File: config.mk
export PLATFORM = sky130hd
export DESIGN_NAME = mem_access_sequencer
export DESIGN_NICKNAME = d
export VERILOG_FILES = /design/src/rtl/mem_access_sequencer.sv
export SDC_FILE = /design/constraint.sdc
export NUM_CORES = 1
export LEC_CHECK = 0
export CELL_PAD_IN_SITES_DETAIL_PLACEMENT = 0
export CELL_PAD_IN_SITES_GLOBAL_PLACEMENT = 2
export CORE_ASPECT_RATIO = 1.4
export CORE_UTILIZATION = 27
export CTS_BUF_LIST = sky130_fd_sc_hd__clkbuf_8
export DETAILED_ROUTE_END_ITERATION = 16
export PLACE_DENSITY_LB_ADDON = 0.1
export SLEW_MARGIN = 25
export SYNTH_ARGS = -nofsm -noshare
export SYNTH_HDL_FRONTEND = slang
export SYNTH_SLANG_ARGS = --single-unit
File: constraint.sdc
create_clock -name clk -period 3.4 [get_ports clk]
set_input_delay 0.68 -clock clk [delete_from_list [all_inputs] [get_ports clk]]
set_output_delay 0.68 -clock clk [all_outputs]
set_load 0.005 [all_outputs]
File: src/rtl/mem_access_sequencer.sv
// Load/store sequencer between the control FSM and a 64-bit data memory port.
// Optional MISALIGN_TRAP_EN: misaligned accesses complete at once and pulse misalign.
module mem_access_sequencer #(
  parameter int MEM_LAT = 2
) (
  input  logic        clk,
  input  logic        reset,
  input  logic        start,
  input  logic [31:0] instr,
  input  logic [63:0] addr,
  input  logic [63:0] store_data,
  input  logic [63:0] mem_rdata,
  output logic [63:0] mem_addr,
  output logic [63:0] mem_wdata,
  output logic        mem_wr,
  output logic [63:0] load_data,
  output logic        rd_we,
  output logic        busy,
`ifdef MISALIGN_TRAP_EN
  output logic        misalign,
`endif
  output logic        done
);

  typedef enum logic [1:0] {IDLE, RD_WAIT, WRITE, DONE} state_t;

  localparam logic [6:0] OP_LOAD  = 7'd3;
  localparam logic [6:0] OP_STORE = 7'd35;

  state_t      state_reg;
  logic [2:0]  f3_reg;
  logic        is_load_reg;
  logic [63:0] sdata_reg;
  logic [2:0]  cnt_reg;
  logic [63:0] load_ext;
  logic [63:0] merged;
  logic        misalign_hit;

  logic [6:0] opcode;
  logic [2:0] funct3;
  logic       unused_bits;
  assign opcode      = instr[6:0];
  assign funct3      = instr[14:12];
  assign unused_bits = ^{instr[31:15], instr[11:7]};

  always_comb begin
    case (f3_reg)
      3'd0:    load_ext = {{56{mem_rdata[7]}}, mem_rdata[7:0]};
      3'd1:    load_ext = {{48{mem_rdata[15]}}, mem_rdata[15:0]};
      3'd2:    load_ext = {{32{mem_rdata[31]}}, mem_rdata[31:0]};
      3'd4:    load_ext = {56'd0, mem_rdata[7:0]};
      3'd5:    load_ext = {48'd0, mem_rdata[15:0]};
      3'd6:    load_ext = {32'd0, mem_rdata[31:0]};
      default: load_ext = mem_rdata;
    endcase
  end

  always_comb begin
    case (f3_reg)
      3'd0:    merged = {mem_rdata[63:8], sdata_reg[7:0]};
      3'd1:    merged = {mem_rdata[63:16], sdata_reg[15:0]};
      3'd2:    merged = {mem_rdata[63:32], sdata_reg[31:0]};
      default: merged = sdata_reg;
    endcase
  end

`ifdef MISALIGN_TRAP_EN
  // Checked against the live inputs because the decision is made on the accepting edge.
  always_comb begin
    misalign_hit = 1'b0;
    if (opcode == OP_LOAD || opcode == OP_STORE) begin
      case (funct3)
        3'd1:    misalign_hit = addr[0];
        3'd2:    misalign_hit = |addr[1:0];
        3'd3:    misalign_hit = |addr[2:0];
        3'd5:    misalign_hit = (opcode == OP_LOAD) && addr[0];
        3'd6:    misalign_hit = (opcode == OP_LOAD) && (|addr[1:0]);
        default: misalign_hit = 1'b0;
      endcase
    end
  end
`else
  assign misalign_hit = 1'b0;
`endif

  always_ff @(posedge clk) begin
    if (reset) begin
      state_reg   <= IDLE;
      f3_reg      <= 3'd0;
      is_load_reg <= 1'b0;
      sdata_reg   <= 64'd0;
      cnt_reg     <= 3'd0;
      mem_addr    <= 64'd0;
      mem_wdata   <= 64'd0;
      mem_wr      <= 1'b0;
      load_data   <= 64'd0;
      rd_we       <= 1'b0;
      busy        <= 1'b0;
      done        <= 1'b0;
`ifdef MISALIGN_TRAP_EN
      misalign    <= 1'b0;
`endif
    end else begin
      mem_wr <= 1'b0;
      rd_we  <= 1'b0;
      done   <= 1'b0;
`ifdef MISALIGN_TRAP_EN
      misalign <= 1'b0;
`endif
      case (state_reg)
        IDLE: begin
          if (start) begin
            f3_reg      <= funct3;
            is_load_reg <= (opcode == OP_LOAD);
            sdata_reg   <= store_data;
            mem_addr    <= addr;
            cnt_reg     <= 3'(MEM_LAT - 1);
            busy        <= 1'b1;
            if (misalign_hit) begin
              state_reg <= DONE;
              done      <= 1'b1;
`ifdef MISALIGN_TRAP_EN
              misalign  <= 1'b1;
`endif
            end else if (opcode == OP_STORE && funct3 == 3'd3) begin
              state_reg <= WRITE;
              mem_wdata <= store_data;
              mem_wr    <= 1'b1;
            end else if (opcode == OP_LOAD || opcode == OP_STORE) begin
              state_reg <= RD_WAIT;
            end else begin
              state_reg <= DONE;
              done      <= 1'b1;
            end
          end
        end
        RD_WAIT: begin
          if (cnt_reg == 3'd0) begin
            if (is_load_reg) begin
              load_data <= load_ext;
              rd_we     <= 1'b1;
              done      <= 1'b1;
              state_reg <= DONE;
            end else begin
              mem_wdata <= merged;
              mem_wr    <= 1'b1;
              state_reg <= WRITE;
            end
          end else begin
            cnt_reg <= cnt_reg - 3'd1;
          end
        end
        WRITE: begin
          done      <= 1'b1;
          state_reg <= DONE;
        end
        default: begin
          busy      <= 1'b0;
          state_reg <= IDLE;
        end
      endcase
    end
  end

endmodule

==> results of run 1 <==
==> power groups by stage <==
| stage | Sequential, W | Clock, W | Combinational, W |
|---|---|---|---|
| after global routing | 0.00419 | 0.00328 | 0.00453 |
| after CTS | 0.00411 | 0.00316 | 0.00422 |
| after detailed placement | 0.00417 | 0 | 0.00421 |
| after global placement | 0.00415 | 0 | 0.00420 |
| after floorplan | 0.00415 | 0 | 0.00212 |
| final | 0.00411 | 0.00304 | 0.00414 |
==> cells by family (layout without fill, tap and decap cells) <==
family | count (synthesis) | count (layout) | synth area share
AO/OA/AOI/OAI | 406 | 406 | 0.216
buffers and inverters | 138 | 518 | 0.0472
multiplexers | 59 | 59 | 0.0517
other | 0 | 4 | 0
adder cells (fa/ha/maj) | 6 | 6 | 0.00657
AND/OR/NAND/NOR | 557 | 557 | 0.207
flip-flops | 269 | 269 | 0.471
==> critical path: cells and delay by family, from the launching register on <==
family                     cells  cell delay (ns)
AOI/OAI and AO/OA              1             0.24
adders and majority gates      1             0.40
buffers and inverters          2             0.69
DFF                            1             0.44
muxes                          1             0.27
and+or+nand+nor                2             0.30
==> metal layers <==
| metal | global-route usage | share of wire | routed length (µm) |
|---|---|---|---|
| met1 | 0.235 | 0.40 | 18100 |
| met2 | 0.360 | 0.51 | 22700 |
| met3 | 0.0485 | 0.061 | 2730 |
| met4 | 0.0693 | 0.026 | 1170 |
| met5 | 0 | 0.0010 | 47 |
==> area by class of cell <==
| class | instances | area, µm² | area share |
|---|---|---|---|
| clock inverters | 17 | 70.1 | 0.00415 |
| flip-flops and latches | 269 | 5390 | 0.319 |
| diodes | 4 | 10.0 | 0.000593 |
| multi-input cells | 1028 | 5550 | 0.328 |
| clock buffers | 63 | 867 | 0.0514 |
| repair buffers | 430 | 4300 | 0.255 |
| well taps | 540 | 676 | 0.0400 |
| inverters | 8 | 30.0 | 0.00178 |
==> cells in the mapped netlist, drive strengths merged <==
library cell  number  area (µm²)
nand3b             3        22.5
nor4               1        6.26
nand4b             1        8.76
a211o              9        78.8
ha                 6        75.1
nand2b            44         275
or3b              16         140
nor2             117         442
nor2b              5        31.3
clkbuf           104         390
or4                1        11.3
a41oi              1        8.76
or3                3        18.8
o221a              2        22.5
inv                8        30.0
a21oi            204        1020
a31oi             16         100
nand3             17        85.1
o31a               2        17.5
and2               3        18.8
o221ai             1        8.76
or2                1        6.26
a211oi            67         503
and3b              1        8.76
o41ai              1        8.76
o21ai             69         345
a311oi             1        8.76
buf               26         119
o31ai              1        21.3
a311o             32         320
mux2i             59         591
nor3               3        15.0
dfxtp            269        5390
nand2            341        1280
==> final timing paths <==
path	startpoint	to	slack (ns)	depth (start not counted)
min	sdata_reg[62]$_SDFFE_PP0P_	sdata_reg[62]$_SDFFE_PP0P_	0.45	2
max	state_reg[0]$_SDFFE_PP0P_	mem_wdata[35]$_SDFFE_PP0P_	0.88	7
max reg2reg	state_reg[0]$_SDFFE_PP0P_	mem_wdata[35]$_SDFFE_PP0P_	0.88	7
min reg2reg	sdata_reg[62]$_SDFFE_PP0P_	sdata_reg[62]$_SDFFE_PP0P_	0.45	2
==> stage by stage <==
step,cells,utilization
final,2359,0.407
after global routing,2358,0.407
after CTS,2355,0.406
after detailed placement,2275,0.384
after global placement,2275,0.384
after floorplan,1435,-
==> impl_metrics.yaml, run 1 <==
outcome:
  status: "finished, final reports clean"
cts:
  clk_path_buf_depth: 3
  cts_hold_buf: 0
  cts.clk_slew.worst_paths_ns: 0.06
  cts_tree: "built"
  clk_latency_ns: 0.58
  cts-root-buf: "clkbuf_8"
  numCtsBuffers: 48
  cts.repair.resized: 0
  postCtsSetupBuffers: 0
  htreeDepth: 2
  cts.sinks: 269
placed_design:
  hpwlAfterDp_mm: 29.6
  pre_cts_slack_ns: 0.546
  placed_area_um2: 15900
  port_buffers: 400
  gp_congestion: 0.762
finish:
  drive_gt1_frac: 0.0711
  final_nets: 2018
  area_delta_synth_final_pct: 47.8
  final_cell_mix: "clkdlybuf4s50_1 (399), nand2_1 (338), dfxtp_1 (268)"
  final_common_cell: "clkdlybuf4s50_1"
  n_fill_cell: 4308
  design_area_um2: 16900
drt:
  drc: 0
  wl_mm: 44.8
  final_antenna_net_count: 0
  routed_via_density: 4.84
  via_count: 11400
  drt_iter0_markers: 583
  wl_per_cell_um: 19.0
  dr.pass1.iters: 5
sta:
  setup_tns_ns: 0
  slew_violations: 0
  fin_crit_sh: 0.741
  rsz0062_at_grt: "false"
  tightest_slew_ns: 0.926
  whs_ns: 0.449
  finalSetupViolCount: 0
  relSlewSlack: 0.382
  skew_ns: 0.0231
  fin_crit_ns: 2.52
  fmax_ghz: 0.397
  setup_ws_ns: 0.880
  hold_viol_final: 0
pwr:
  swShare: 0.350
  powerDensity_nw_per_um2: 669
  pwr-share-comb: 0.367
  netSwitchingPower_w: 0.00395
  p_leak_nw: 6.14
  finalPower_w: 0.0113
  p_int_w: 0.00733
  p_seq_frac: 0.364
  clkPwrFrac: 0.269
  ir_drop_mv: 0.285
floorplan:
  start_util: 0.275
  die_area_um2: 43200
  rows: 88
  io_pins: 423
  die_height_um: 245
  core_um2: 41500
  die_w_um: 176
critical_path:
  path_cells: "inv_1 -> ha_1 -> nor2b_1 -> o221a_2 -> nand2_2 -> buf_4 -> mux2i_1"
  crit_path_start_kind: "register"
  path_class: "register to register"
  worst_setup_path_end_kind: "register"
  crit_slowest_cell: "buf_4"
  worstPathArrival_ns: 3.02
  slowest_delay_ns: 0.59
  path_max_fanout: 39
  critPathRequiredTime_ns: 3.90
grt:
  grt_max_degree: 93
  grt_overflow: 0
  grt_pass1_vias: 11100
  grt_first_pass_wirelength_mm: 67.3
  antenna_found_initial: 8
  grt_use_total: 0.203
logic_synthesis:
  yosys_warnings: 0
  ys_types: 38
  ys_seq_elements: 269
  syn_nets: 1668
  syn_avg_cell_area_um2: 7.96
  syn_inst: 1435
  yosysSeqAreaShare: 0.471
  syn_area_um2: 11400
run:
  cap_violations: 0
hold_path:
  hp-class: "register to register"
Note: power is estimated with default switching activity, not from simulation.
==> run 2: changes to the inputs <==
CORE_UTILIZATION = 23   (was 27)
clock period = 2.2 ns   (was 3.4 ns; I/O delays follow)
==> impl_metrics.yaml, run 2 (synthesis gave the netlist of run 1 again) <==
outcome:
  status: "finished, final reports clean"
grt:
  grt-busiest-layer: "met2"
  grt_max_degree: 66
  grt_pass1_vias: 11500
  grt_overflow: 0
  grt_first_pass_wirelength_mm: 72.3
  grtUsageMet3: 0.0487
  grt_use_total: 0.187
  use_met1: 0.211
  met2_usage: 0.336
  antenna_found_initial: 5
critical_path:
  r2r_start: "state_reg[0]$_SDFFE_PP0P_"
  rr_endpoint: "mem_wdata[35]$_SDFFE_PP0P_"
  cp_top_family: "flip-flops"
  path_class: "register to register"
  worstPathArrival_ns: 2.62
  slowest_delay_ns: 0.44
  path_max_fanout: 39
  r2r_slack_ns: 0.11
  path_cells: "inv_1 -> ha_1 -> nor2b_1 -> o221a_2 -> nand2_2 -> buf_12 -> mux2i_1"
  r2r_cells: 7
  crit_slowest_cell: "dfxtp_1"
  worst_setup_path_end_kind: "register"
  crit_path_start_kind: "register"
  cp.depth: 7
  cp_num_buf_inv: 2
  critPathRequiredTime_ns: 2.73
pwr:
  netSwitchingPower_w: 0.00627
  p_int_w: 0.0114
  pwr-share-comb: 0.384
  clkPwrFrac: 0.255
  p_seq_frac: 0.361
  p_leak_nw: 6.35
  ir_drop_mv: 0.547
  swShare: 0.354
  powerDensity_nw_per_um2: 1020
floorplan:
  io_pins: 423
  die_w_um: 190
  rows: 96
  die_area_um2: 50600
  start_util: 0.233
  die_height_um: 266
  core_um2: 49000
cts:
  htreeDepth: 2
  cts-root-buf: "clkbuf_8"
  cts_hold_buf: 0
  clk_path_buf_depth: 3
  clk_latency_ns: 0.62
  cts_tree: "built"
  cts.clk_slew.worst_paths_ns: 0.06
  numCtsBuffers: 49
  cts.sinks: 269
finish:
  drive_gt1_frac: 0.0829
  n_fill_cell: 5172
  area_delta_synth_final_pct: 52.2
  seq_area_um2: 5390
  finish.utilization: 0.355
  final_common_cell: "clkdlybuf4s50_1"
  final_nets: 2048
  final_cell_mix: "clkdlybuf4s50_1 (399), nand2_1 (338), dfxtp_1 (268)"
  multi_input_area_um2: 5550
  stdcell_count: 2484
hold_path:
  min_from: "reset"
  hp-class: "input port to register"
  min_path_cells: 2
  hold-path-endpoint: "sdata_reg[39]$_SDFFE_PP0P_"
sta:
  hold_viol_final: 0
  fin_crit_ns: 2.09
  fin_crit_sh: 0.951
  finalSetupViolCount: 0
  relSlewSlack: 0.538
  tightest_slew_ns: 0.692
  fmax_ghz: 0.478
  setup_tns_ns: 0
  slew_violations: 0
  skew_ns: 0.0224
drt:
  wl_mm: 48.2
  wl_per_cell_um: 19.4
  drc: 0
  final_antenna_net_count: 0
  dr.pass1.iters: 5
  routed_via_density: 4.63
  via_count: 11500
  drt_iter0_markers: 545
placed_design:
  gp_congestion: 0.773
  port_buffers: 400
  hpwlAfterDp_mm: 32.8
  post-place-cells: 2401
run:
  cap_violations: 0
==> run 2: cell count changes in the layout (fill, tap and decap cells not counted), sizes merged <==
cell and delta:
diode -2, clkbuf -6, inv +7, buf +29
==> run 2: worst register-to-register path, stage by stage, from the launching register on <==
cell and delay, ns:
dfxtp_1 0.44, inv_1 0.10, ha_1 0.30, nor2b_1 0.19, o221a_2 0.28, nand2_2 0.11, buf_12 0.27, mux2i_1 0.32
==> run 2: power groups by stage <==
| stage | clock (W) | sequential (W) | combinational (W) |
|---|---|---|---|
| global placement | 0 | 0.00648 | 0.00690 |
| detailed placement | 0 | 0.00648 | 0.00693 |
| finish | 0.00452 | 0.00638 | 0.00679 |
| CTS | 0.00476 | 0.00640 | 0.00695 |
| global route | 0.00497 | 0.00651 | 0.00743 |
| floorplan | 0 | 0.00642 | 0.00328 |
==> run 2: through the flow <==
step           cell area (µm²)  worst slack, ns  hold slack, ns  power [W]
3_5_place_dp             16500           -0.204           0.443     0.0134
4_1_cts                  17400           0.0625           0.200     0.0181
3_3_place_gp             16500           -0.190           0.438     0.0134
5_1_grt                  17400        -0.000932           0.245     0.0189
2_1_floorplan            11400            0.200           0.433    0.00969
6_report                 17400            0.108           0.255     0.0177
==> run 2: layout make-up <==
| type | count | area share |
|---|---|---|
| Multi-Input combinational cell | 1028 | 0.319 |
| Sequential cell | 269 | 0.310 |
| Timing Repair Buffer | 459 | 0.273 |
| Tap cell | 637 | 0.0458 |
| Clock buffer | 57 | 0.0451 |
| Clock inverter | 24 | 0.00554 |
| Inverter | 8 | 0.00173 |
| Antenna cell | 2 | 0.000288 |
==> run 2: metal layers <==
layer	up-vias	share of wire
met1	5396	0.39
met4	6	0.028
li1	5678	-
met5	-	0.00083
met3	76	0.064
met2	342	0.51
==> run 2: timing repair <==
item                                    CTS  global route
gates resized for setup                   0             1
setup buffers                             0             0
endpoints found under the setup margin    0            17
==> run 2: how the worst max path moves through the flow <==
stage	from	end	slack, ns
CTS	load_data[7]$_SDFFE_PP0N_	load_data[7]	0.06
floorplan	instr[3]	mem_wdata[47]$_SDFFE_PP0P_	0.20
global placement	instr[3]	mem_wdata[14]$_SDFFE_PP0P_	-0.19
finish	state_reg[0]$_SDFFE_PP0P_	mem_wdata[35]$_SDFFE_PP0P_	0.11
detailed placement	instr[3]	mem_wdata[11]$_SDFFE_PP0P_	-0.20
global route	state_reg[0]$_SDFFE_PP0P_	mem_wdata[35]$_SDFFE_PP0P_	-0.0009
==> run 3: changes to the inputs <==
--- a/constraint.sdc
+++ b/constraint.sdc
@@ -3,2 +3,2 @@
 set_output_delay 0.44 -clock clk [all_outputs]
-set_load 0.005 [all_outputs]
+set_load 0.01 [all_outputs]
==> results of run 3 <==
The final DEF is identical to that of run 2. Status: finished, final reports clean.
Main changes from that run: total power 0.0177 W -> 0.0180 W; worst IR drop on VDD 0.547 mV -> 0.554 mV
